<file path="config.mk">
export PLATFORM = sky130hd
export DESIGN_NAME = alu_simd_issue_scheduler
export DESIGN_NICKNAME = d
export VERILOG_FILES = /design/src/rtl/alu_simd_issue_scheduler.sv
export SDC_FILE = /design/constraint.sdc
export NUM_CORES = 1
export LEC_CHECK = 0
export ABC_AREA = 0
export CAP_MARGIN = 5
export CORE_MARGIN = 3
export CORE_UTILIZATION = 37
export CTS_CLUSTER_DIAMETER = 100
export DETAILED_ROUTE_END_ITERATION = 16
export PLACE_DENSITY = 0.81
export SYNTH_ARGS = -nofsm -noshare
export SYNTH_HDL_FRONTEND = slang
export SYNTH_SLANG_ARGS = --single-unit
</file>
<file path="constraint.sdc">
create_clock -name i_clk -period 2.9 [get_ports i_clk]
set_input_delay 0.58 -clock i_clk [delete_from_list [all_inputs] [get_ports i_clk]]
set_output_delay 0.58 -clock i_clk [all_outputs]
set_load 0.005 [all_outputs]
</file>
<file path="src/rtl/alu_simd_issue_scheduler.sv">
// Round-robin issue scheduler for one shared SIMD ALU slice; drains and reconfigures on a USE_SIMD change.
// Issue 1 cycle after accept, response ALU_LAT+1 cycles after issue; responses have no backpressure.
module alu_simd_issue_scheduler #(
    parameter int NUM_REQ    = 4,
    parameter int ID_W       = 2,
    parameter int ALU_LAT    = 2,
    parameter int RECONF_GAP = 1
) (
    input  logic                 i_clk,
    input  logic                 i_reset,
    input  logic [NUM_REQ-1:0]   i_req_valid,
    output logic [NUM_REQ-1:0]   o_req_ready,
    input  logic [4*NUM_REQ-1:0] i_req_alumode,
    input  logic [9*NUM_REQ-1:0] i_req_opmode,
    input  logic [2*NUM_REQ-1:0] i_req_simd,
    input  logic [NUM_REQ-1:0]   i_req_cin,
    output logic [3:0]           o_alumode,
    output logic [8:0]           o_opmode,
    output logic [1:0]           o_use_simd,
    output logic                 o_cin,
    output logic                 o_alu_issue,
    output logic [ID_W-1:0]      o_alu_sel,
    input  logic [44:0]          i_alu_s,
    input  logic [7:0]           i_alu_carry,
    output logic                 o_rsp_valid,
    output logic [ID_W-1:0]      o_rsp_id,
    output logic                 o_rsp_err,
    output logic [44:0]          o_rsp_data,
    output logic [7:0]           o_rsp_carry
);
    localparam int GW = (RECONF_GAP > 1) ? $clog2(RECONF_GAP) : 1;

    typedef enum logic [1:0] {RUN = 2'd0, DRAIN = 2'd1, RECONF = 2'd2} state_t;

    state_t                     r_state, w_next;
    logic [ID_W-1:0]            r_ptr, r_lock, r_sel;
    logic [GW-1:0]              r_gap;
    logic [1:0]                 r_use_simd;
    logic [3:0]                 r_alumode;
    logic [8:0]                 r_opmode;
    logic                       r_cin, r_issue;
    logic [ALU_LAT:0]           r_tv, r_te;
    logic [ALU_LAT:0][ID_W-1:0] r_tid;
    logic                       r_rsp_valid, r_rsp_err;
    logic [ID_W-1:0]            r_rsp_id;
    logic [44:0]                r_rsp_data;
    logic [7:0]                 r_rsp_carry;

    logic            w_found, w_legal, w_inflight, w_accept, w_acc_err, w_tok_ok;
    logic [ID_W-1:0] w_win, w_idx, w_sel;
    logic [1:0]      w_simd;
    logic [3:0]      w_am;
    logic [8:0]      w_om;
    logic            w_cin;

    // First valid requester at or after the pointer, wrapping.
    always_comb begin
        w_found = 1'b0;
        w_win   = '0;
        w_idx   = '0;
        for (int k = 0; k < NUM_REQ; k++) begin
            w_idx = ID_W'((int'(r_ptr) + k) % NUM_REQ);
            if (!w_found && i_req_valid[w_idx]) begin
                w_found = 1'b1;
                w_win   = w_idx;
            end
        end
    end

    assign w_sel      = (r_state == RUN) ? w_win : r_lock;
    assign w_simd     = i_req_simd[int'(w_sel)*2 +: 2];
    assign w_am       = i_req_alumode[int'(w_sel)*4 +: 4];
    assign w_om       = i_req_opmode[int'(w_sel)*9 +: 9];
    assign w_cin      = i_req_cin[w_sel];
    assign w_legal    = (w_simd != 2'b11) && (w_am[3:2] != 2'b10);
    // Error tokens never touch the ALU, so they do not hold off a reconfiguration.
    assign w_inflight = |(r_tv & ~r_te);

    always_ff @(posedge i_clk or posedge i_reset) begin
        if (i_reset) r_state <= RUN;
        else         r_state <= w_next;
    end

    always_comb begin
        w_next = r_state;
        case (r_state)
            RUN:     if (w_found && w_legal && (w_simd != r_use_simd))
                         w_next = w_inflight ? DRAIN : RECONF;
            DRAIN:   if (!w_inflight) w_next = RECONF;
            RECONF:  if (r_gap == '0) w_next = RUN;
            default: w_next = RUN;
        endcase
    end

    always_comb begin
        w_accept  = 1'b0;
        w_acc_err = 1'b0;
        case (r_state)
            RUN: if (w_found) begin
                if (!w_legal) begin
                    w_accept  = 1'b1;
                    w_acc_err = 1'b1;
                end else if (w_simd == r_use_simd) begin
                    w_accept  = 1'b1;
                end
            end
            RECONF:  w_accept = (r_gap == '0);
            default: w_accept = 1'b0;
        endcase
        o_req_ready = '0;
        if (w_accept && !i_reset) o_req_ready[w_sel] = 1'b1;
    end

    always_ff @(posedge i_clk or posedge i_reset) begin
        if (i_reset) begin
            r_ptr      <= '0;
            r_lock     <= '0;
            r_gap      <= '0;
            r_use_simd <= 2'b00;
            r_issue    <= 1'b0;
            r_sel      <= '0;
            r_alumode  <= '0;
            r_opmode   <= '0;
            r_cin      <= 1'b0;
        end else begin
            r_issue <= w_accept && !w_acc_err;
            if (w_accept)
                r_ptr <= (w_sel == ID_W'(NUM_REQ-1)) ? '0 : w_sel + 1'b1;
            if ((r_state == RUN) && (w_next != RUN))
                r_lock <= w_win;
            if ((w_next == RECONF) && (r_state != RECONF)) begin
                r_use_simd <= w_simd;
                r_gap      <= GW'(RECONF_GAP-1);
            end else if ((r_state == RECONF) && (r_gap != '0)) begin
                r_gap <= r_gap - 1'b1;
            end
            if (w_accept && !w_acc_err) begin
                r_sel     <= w_sel;
                r_alumode <= w_am;
                r_opmode  <= w_om;
                r_cin     <= w_cin;
            end
        end
    end

    // Tokens enter at accept; stage ALU_LAT lines up with valid ALU results.
    assign w_tok_ok = r_tv[ALU_LAT] && !r_te[ALU_LAT];

    always_ff @(posedge i_clk or posedge i_reset) begin
        if (i_reset) begin
            r_tv        <= '0;
            r_te        <= '0;
            r_tid       <= '0;
            r_rsp_valid <= 1'b0;
            r_rsp_err   <= 1'b0;
            r_rsp_id    <= '0;
            r_rsp_data  <= '0;
            r_rsp_carry <= '0;
        end else begin
            r_tv        <= {r_tv[ALU_LAT-1:0], w_accept};
            r_te        <= {r_te[ALU_LAT-1:0], w_accept && w_acc_err};
            r_tid       <= {r_tid[ALU_LAT-1:0], w_sel};
            r_rsp_valid <= r_tv[ALU_LAT];
            r_rsp_err   <= r_tv[ALU_LAT] && r_te[ALU_LAT];
            r_rsp_id    <= r_tv[ALU_LAT] ? r_tid[ALU_LAT] : '0;
            r_rsp_data  <= w_tok_ok ? i_alu_s : '0;
            r_rsp_carry <= w_tok_ok ? i_alu_carry : '0;
        end
    end

    assign o_alumode   = r_alumode;
    assign o_opmode    = r_opmode;
    assign o_use_simd  = r_use_simd;
    assign o_cin       = r_cin;
    assign o_alu_issue = r_issue;
    assign o_alu_sel   = r_sel;
    assign o_rsp_valid = r_rsp_valid;
    assign o_rsp_id    = r_rsp_id;
    assign o_rsp_err   = r_rsp_err;
    assign o_rsp_data  = r_rsp_data;
    assign o_rsp_carry = r_rsp_carry;
endmodule

</file>
# Word level (Yosys, flattened, before mapping)
# Index checks and enable logic that the tools add are counted.
# word_totals
register_bits	95
out_inout_bits	80
word_cells	112
# op_classes
n_addsub	5
n_mul	1
magnitude_cmp	6
eq_ne	9
n_shift	3
n_mux	40
bitwise	3
reduce_logical	25
# op_table
cell	count
$mux W45	1
$shiftx A36 B7 Y9	1
$mux W2	11
$mux W1	18
$shiftx A16 B5 Y4	1
$logic_and A1 B1 Y1	15
$lt A2 B3 Y1 const B	5
$bmux W1 S2	5
$mux W8	1
$shiftx A8 B4 Y2	1
$eq A2 B2 Y1 const B	3
$logic_not A1 Y1	6
$mul A2 B4 Y6 const B	1
$ne A2 B2 Y1 const B	3
$pmux W2 S3	1
$add A2 B1 Y2 const B	2
$add A2 B2 Y2 const B	2
$mux W4	1
$reduce_bool A2 Y1	2
$and A3 B3 Y3	1
$not A3 Y3	1
$reduce_or A3 Y1	1
$demux W1 S2	1
$eq A2 B1 Y1 const B	1
7 further kinds	7

# Logic depth before layout (Yosys ltp)
# logic_depth
depth_word	23
depth_mapped	11
ltp_nobuf	9

# Worst setup path before layout
# No wires, ideal clock.
# synth_timing
path_type	input to output
startpoint	input i_req_valid[0]
endpoint	output o_req_ready[0]
arrival_ns	2.540
required_time_ns	2.320
slack_ns	-0.220
stages	8
path_cell_list	or4_4 o211ai_1 o31ai_4 inv_2 clkbuf_1 clkbuf_1 ha_1 nor3b_1
# synth_between
elab_chain_cells	21
elab_cells_between_ends	40
cone_classes	order compare (2); eq/ne (3); shift (2); mux (24); reduce/logical (9)
# synth_lines
item	line	text
from (decl)	11	input logic [NUM_REQ-1:0] i_req_valid,
$bmux W1 S2	63	if (!w_found && i_req_valid[w_idx]) begin
$mux W1 (implied by the code)	63	
$mux W1	63	
$logic_not A1 Y1	63	
$logic_and A1 B1 Y1	63	
$mux W1	63	
$logic_not A1 Y1	63	
$logic_and A1 B1 Y1	63	
(+5 left out)	-	
$shiftx A16 B5 Y4 / $shiftx A8 B4 Y2 (equally long branches)	72, 71	
$ne A2 B2 Y1 / $eq A2 B2 Y1 (equally long branches)	75, 103	
$logic_and A1 B1 Y1 / $mux W1 (equally long branches)	75, 103	
$mux W1	100	if (!w_legal) begin
$mux W1	99	RUN: if (w_found) begin
$pmux W1 S2	98	case (r_state)
$logic_and A1 B1 Y1	111	if (w_accept && !i_reset) o_req_ready[w_sel] = 1'b1;
$mux W4 *	111	
to (decl)	12	output logic [NUM_REQ-1:0] o_req_ready,
# Mark *: on every way between the ends. The rest lies on a longest branch, timed or not. The select of a mux whose other input is x is not followed.

# Final worst setup path
# layout_timing
startpoint	input i_req_valid[2]
endpoint	output o_req_ready[0]
# The elaborated chain is that of the path after synthesis.

==> metrics <==
syn avg cell area=11.1 µm²; die area=12700 µm²; Max Clock Freq=296 MHz; pre-CTS setup slack=-1.15 ns; Chip Width=113 µm; Leak=0.00329 µW; cell area after synthesis=4210 µm²; critical path endpoint category=output pin; CP Max Fanout=4; Site Rows=38; Arrival @ worst endpoint=2.80 ns; Post-synth EDFFs=0; largest area contributor in the netlist=dfrtp_1; hpwl dp=9420 µm; Slew @ Worst Pin=0.451 ns; Die H=113 µm; crit path kind=input port to output pin; failing checks=negative setup slack; DRT iter0 DRCs=226; YS warnings=0; syn nets=507; Seq cells post-synth=95; unique cell type count in the Yosys netlist=44; delay-heaviest family, CP=compound AO/OA/AOI/OAI gates; largest net degree at the start of global routing=61; Hold Path Class=flop to flop; antenna-violating nets left=0; slowest cell delay on critical path=0.56 ns; share of post-route cells with drive strength above 1=18.6%; unrepaired setup endpoints after global routing=yes; relative slew slack=69.9%; number of global-route vias before repair=3964; Final Skew=0.00556 ns; Seq/Total Area, Yosys=56.4%; first-pass GRT wire length=20200 µm; GRT Util Overall=19.8%; Reg clk slew, reported paths=0.06 ns; CTS buffer count=9; Area Growth Syn to Fin=71.1%; vias per inst=4.85; max cap viols=0; overflow left after global routing=0; count of final setup violators=22; Clock Tree Buf Depth=2; top post-synthesis cells by area=dfrtp_1 56%, and2_1 8.6%, nand2_1 5.4%, mux2_4 3.2%, a31oi_1 2.7%; Clock Tree Root=clkbuf_16; fin crit share=117%; power density over the cells=1110 nW/µm²; TritonCTS clock tree=built; n_diodes=0; filler cell count in the final layout=855; clk_lat worst skew=0.33 ns; IO Pins=203; vias after detailed routing=3752; Peak VDD IR=0.000973 V; drt first pass iters=4; I/O Buffers=202; WL/cell=16.3 µm; Mapped Cells=380; share of synthesized flip-flops with an asynchronous set or reset=100%; most common flop cell mapped by yosys=dfrtp_1; core region area=11000 µm²; final WL=12600 µm; final setup margin=-0.480 ns; CTS hold repair buffers=0; fin crit period=3.38 ns; initial antenna violation count=0; outcome=complete, but fails checks; worst path cell trace=buf_6 > or4_4 > o211a_4 > a31o_1 > a211o_1 > a32oi_2 > o21bai_4 > a21oi_4 > buf_4 > nor3b_2 > buf_2; initial core utilization=38.4%; top-area cell type share of the netlist area=56.4%; CP required=2.32 ns; Slew Viols, Final=0; Total Power=8010 µW; Layout Nets=755; final hold vios=0; CP Buf/Inv Count=3; routability cong.=0.903; Startpoint Class=input port; htree depth=3; clk sinks=95; CP max-delay cell=or4_4; DRC viols=0
==> kinds of logic (layout without fill, tap and decap cells) <==
kind of cell / count (synthesis) / count (layout) / share of synthesized area, %
adders and majority gates: 4 / 4 / 1.19
muxes: 26 / 26 / 7.54
AOI/OAI and AO/OA: 56 / 56 / 10.7
DFF: 95 / 95 / 56.4
buffers and inverters: 30 / 283 / 2.97
and+or+nand+nor: 169 / 169 / 21.2
==> registers in the layout (all words and copies together) (netlist names), 3 cells and up <==
register / flops
o_alumode: 4
r_tv: 3
o_opmode: 9
r_tid: 6
o_rsp_data: 45
o_rsp_carry: 8
r_te: 3
==> per-stage QoR <==
stage | instances | utilization [%] | hold WS [ns] | cell area, µm² | setup TNS [ns]
CTS | 768 | 64.7 | 0.349 | 7110 | -3.69
global placement | 744 | 60.9 | 0.333 | 6690 | -18.11
finish | 773 | 65.7 | 0.348 | 7210 | -4.55
global route | 773 | 65.7 | 0.362 | 7210 | -6.92
detailed placement | 744 | 60.9 | 0.336 | 6690 | -20.44
floorplan | 380 | - | 0.331 | 4240 | -1.35
==> layout make-up <==
class / instances / area, µm² / share of cell area [%]
Clock inverter: 6 / 91.3 / 1.27
Clock buffer: 10 / 239 / 3.31
Tap cell: 140 / 175 / 2.43
Multi-Input combinational cell: 255 / 1800 / 24.9
Timing Repair Buffer: 253 / 2470 / 34.3
Inverter: 14 / 58.8 / 0.815
Sequential cell: 95 / 2380 / 33.0
==> routing by layer <==
layer | GRT usage (%) | part of all wire, % | up-vias
met1 | 24.5 | 40 | 1791
li1 | - | - | 1785
met4 | 7.37 | 1.8 | 0
met2 | 34.4 | 51 | 156
met3 | 4.01 | 6.4 | 20
met5 | 0 | 0 | -
==> path summary, 6_finish.rpt <==
kind                                       from                      end  slack (ns)  cells after the start
min                          r_tid[1]$_DFF_PP0_       r_tid[3]$_DFF_PP0_        0.35                      0
max                              i_req_valid[2]           o_req_ready[0]       -0.48                     11
max in group asynchronous               i_reset     r_ptr[0]$_DFFE_PP0P_        1.49                      3
min reg2reg                  r_tid[1]$_DFF_PP0_       r_tid[3]$_DFF_PP0_        0.35                      0
max reg2reg                r_ptr[0]$_DFFE_PP0P_  o_opmode[8]$_DFFE_PP0P_       -0.14                     14
min in group asynchronous               i_reset       r_tid[1]$_DFF_PP0_        1.00                      3
==> cell usage after synthesis (2+ instances only) <==
cell,n
mux2i_1,7
a211o_1,3
inv_2,2
mux2_4,9
o21ai_0,8
mux2_2,10
nand2b_1,3
dfrtp_1,95
inv_1,12
clkbuf_1,14
o31a_1,2
and3_1,17
nor2b_1,7
o211ai_1,3
o41ai_1,2
a32oi_2,2
nand2_1,61
ha_1,4
and2_1,58
o311ai_0,2
a31o_1,2
nor2_1,6
or2_2,2
a21oi_1,3
nand3_1,6
a41oi_1,2
nor3b_1,4
a31oi_1,18
==> worst reg2reg max path: stages (launching register included) <==
cell      delay [ns]
dfrtp_2         0.46
buf_4           0.16
nor2b_1         0.16
o21ai_0         0.17
buf_4           0.19
a31oi_1         0.26
mux2i_4         0.11
a32oi_2         0.28
o21bai_4        0.12
buf_4           0.14
buf_6           0.13
a31oi_4         0.17
buf_6           0.13
buf_12          0.13
mux2_4          0.31
==> where the power goes <==
part           switching (µW)  internal, µW
logic                    1950          2730
clock network             488           783
registers                 231          1830
==> cells in the final DEF (no fill, tap or decap), types with 3 or more instances in the layout <==
cell type	instances
o211ai_1	3
and3_1	17
nand3_1	6
mux2i_1	4
o21ai_0	8
a211o_1	3
clkbuf_16	10
buf_12	3
and2_1	58
buf_2	6
nor2_1	5
nand2_1	61
buf_6	6
mux2_4	16
a31oi_1	18
dfrtp_1	94
inv_1	11
clkdlybuf4s50_1	194
ha_1	4
buf_4	41
nor3b_2	4
nand2b_1	3
a21oi_1	3
nor2b_1	6
mux2_2	3
==> what timing repair did <==
action | 4_1_cts | 5_1_grt
setup buffers | 7 | 4
pin swaps | 12 | 8
endpoints found under the hold margin | 0 | 0
setup endpoints to repair | 27 | 23
gates resized for setup | 41 | 16
gates cloned | 1 | 1
Power figures use the tool's default switching activity.
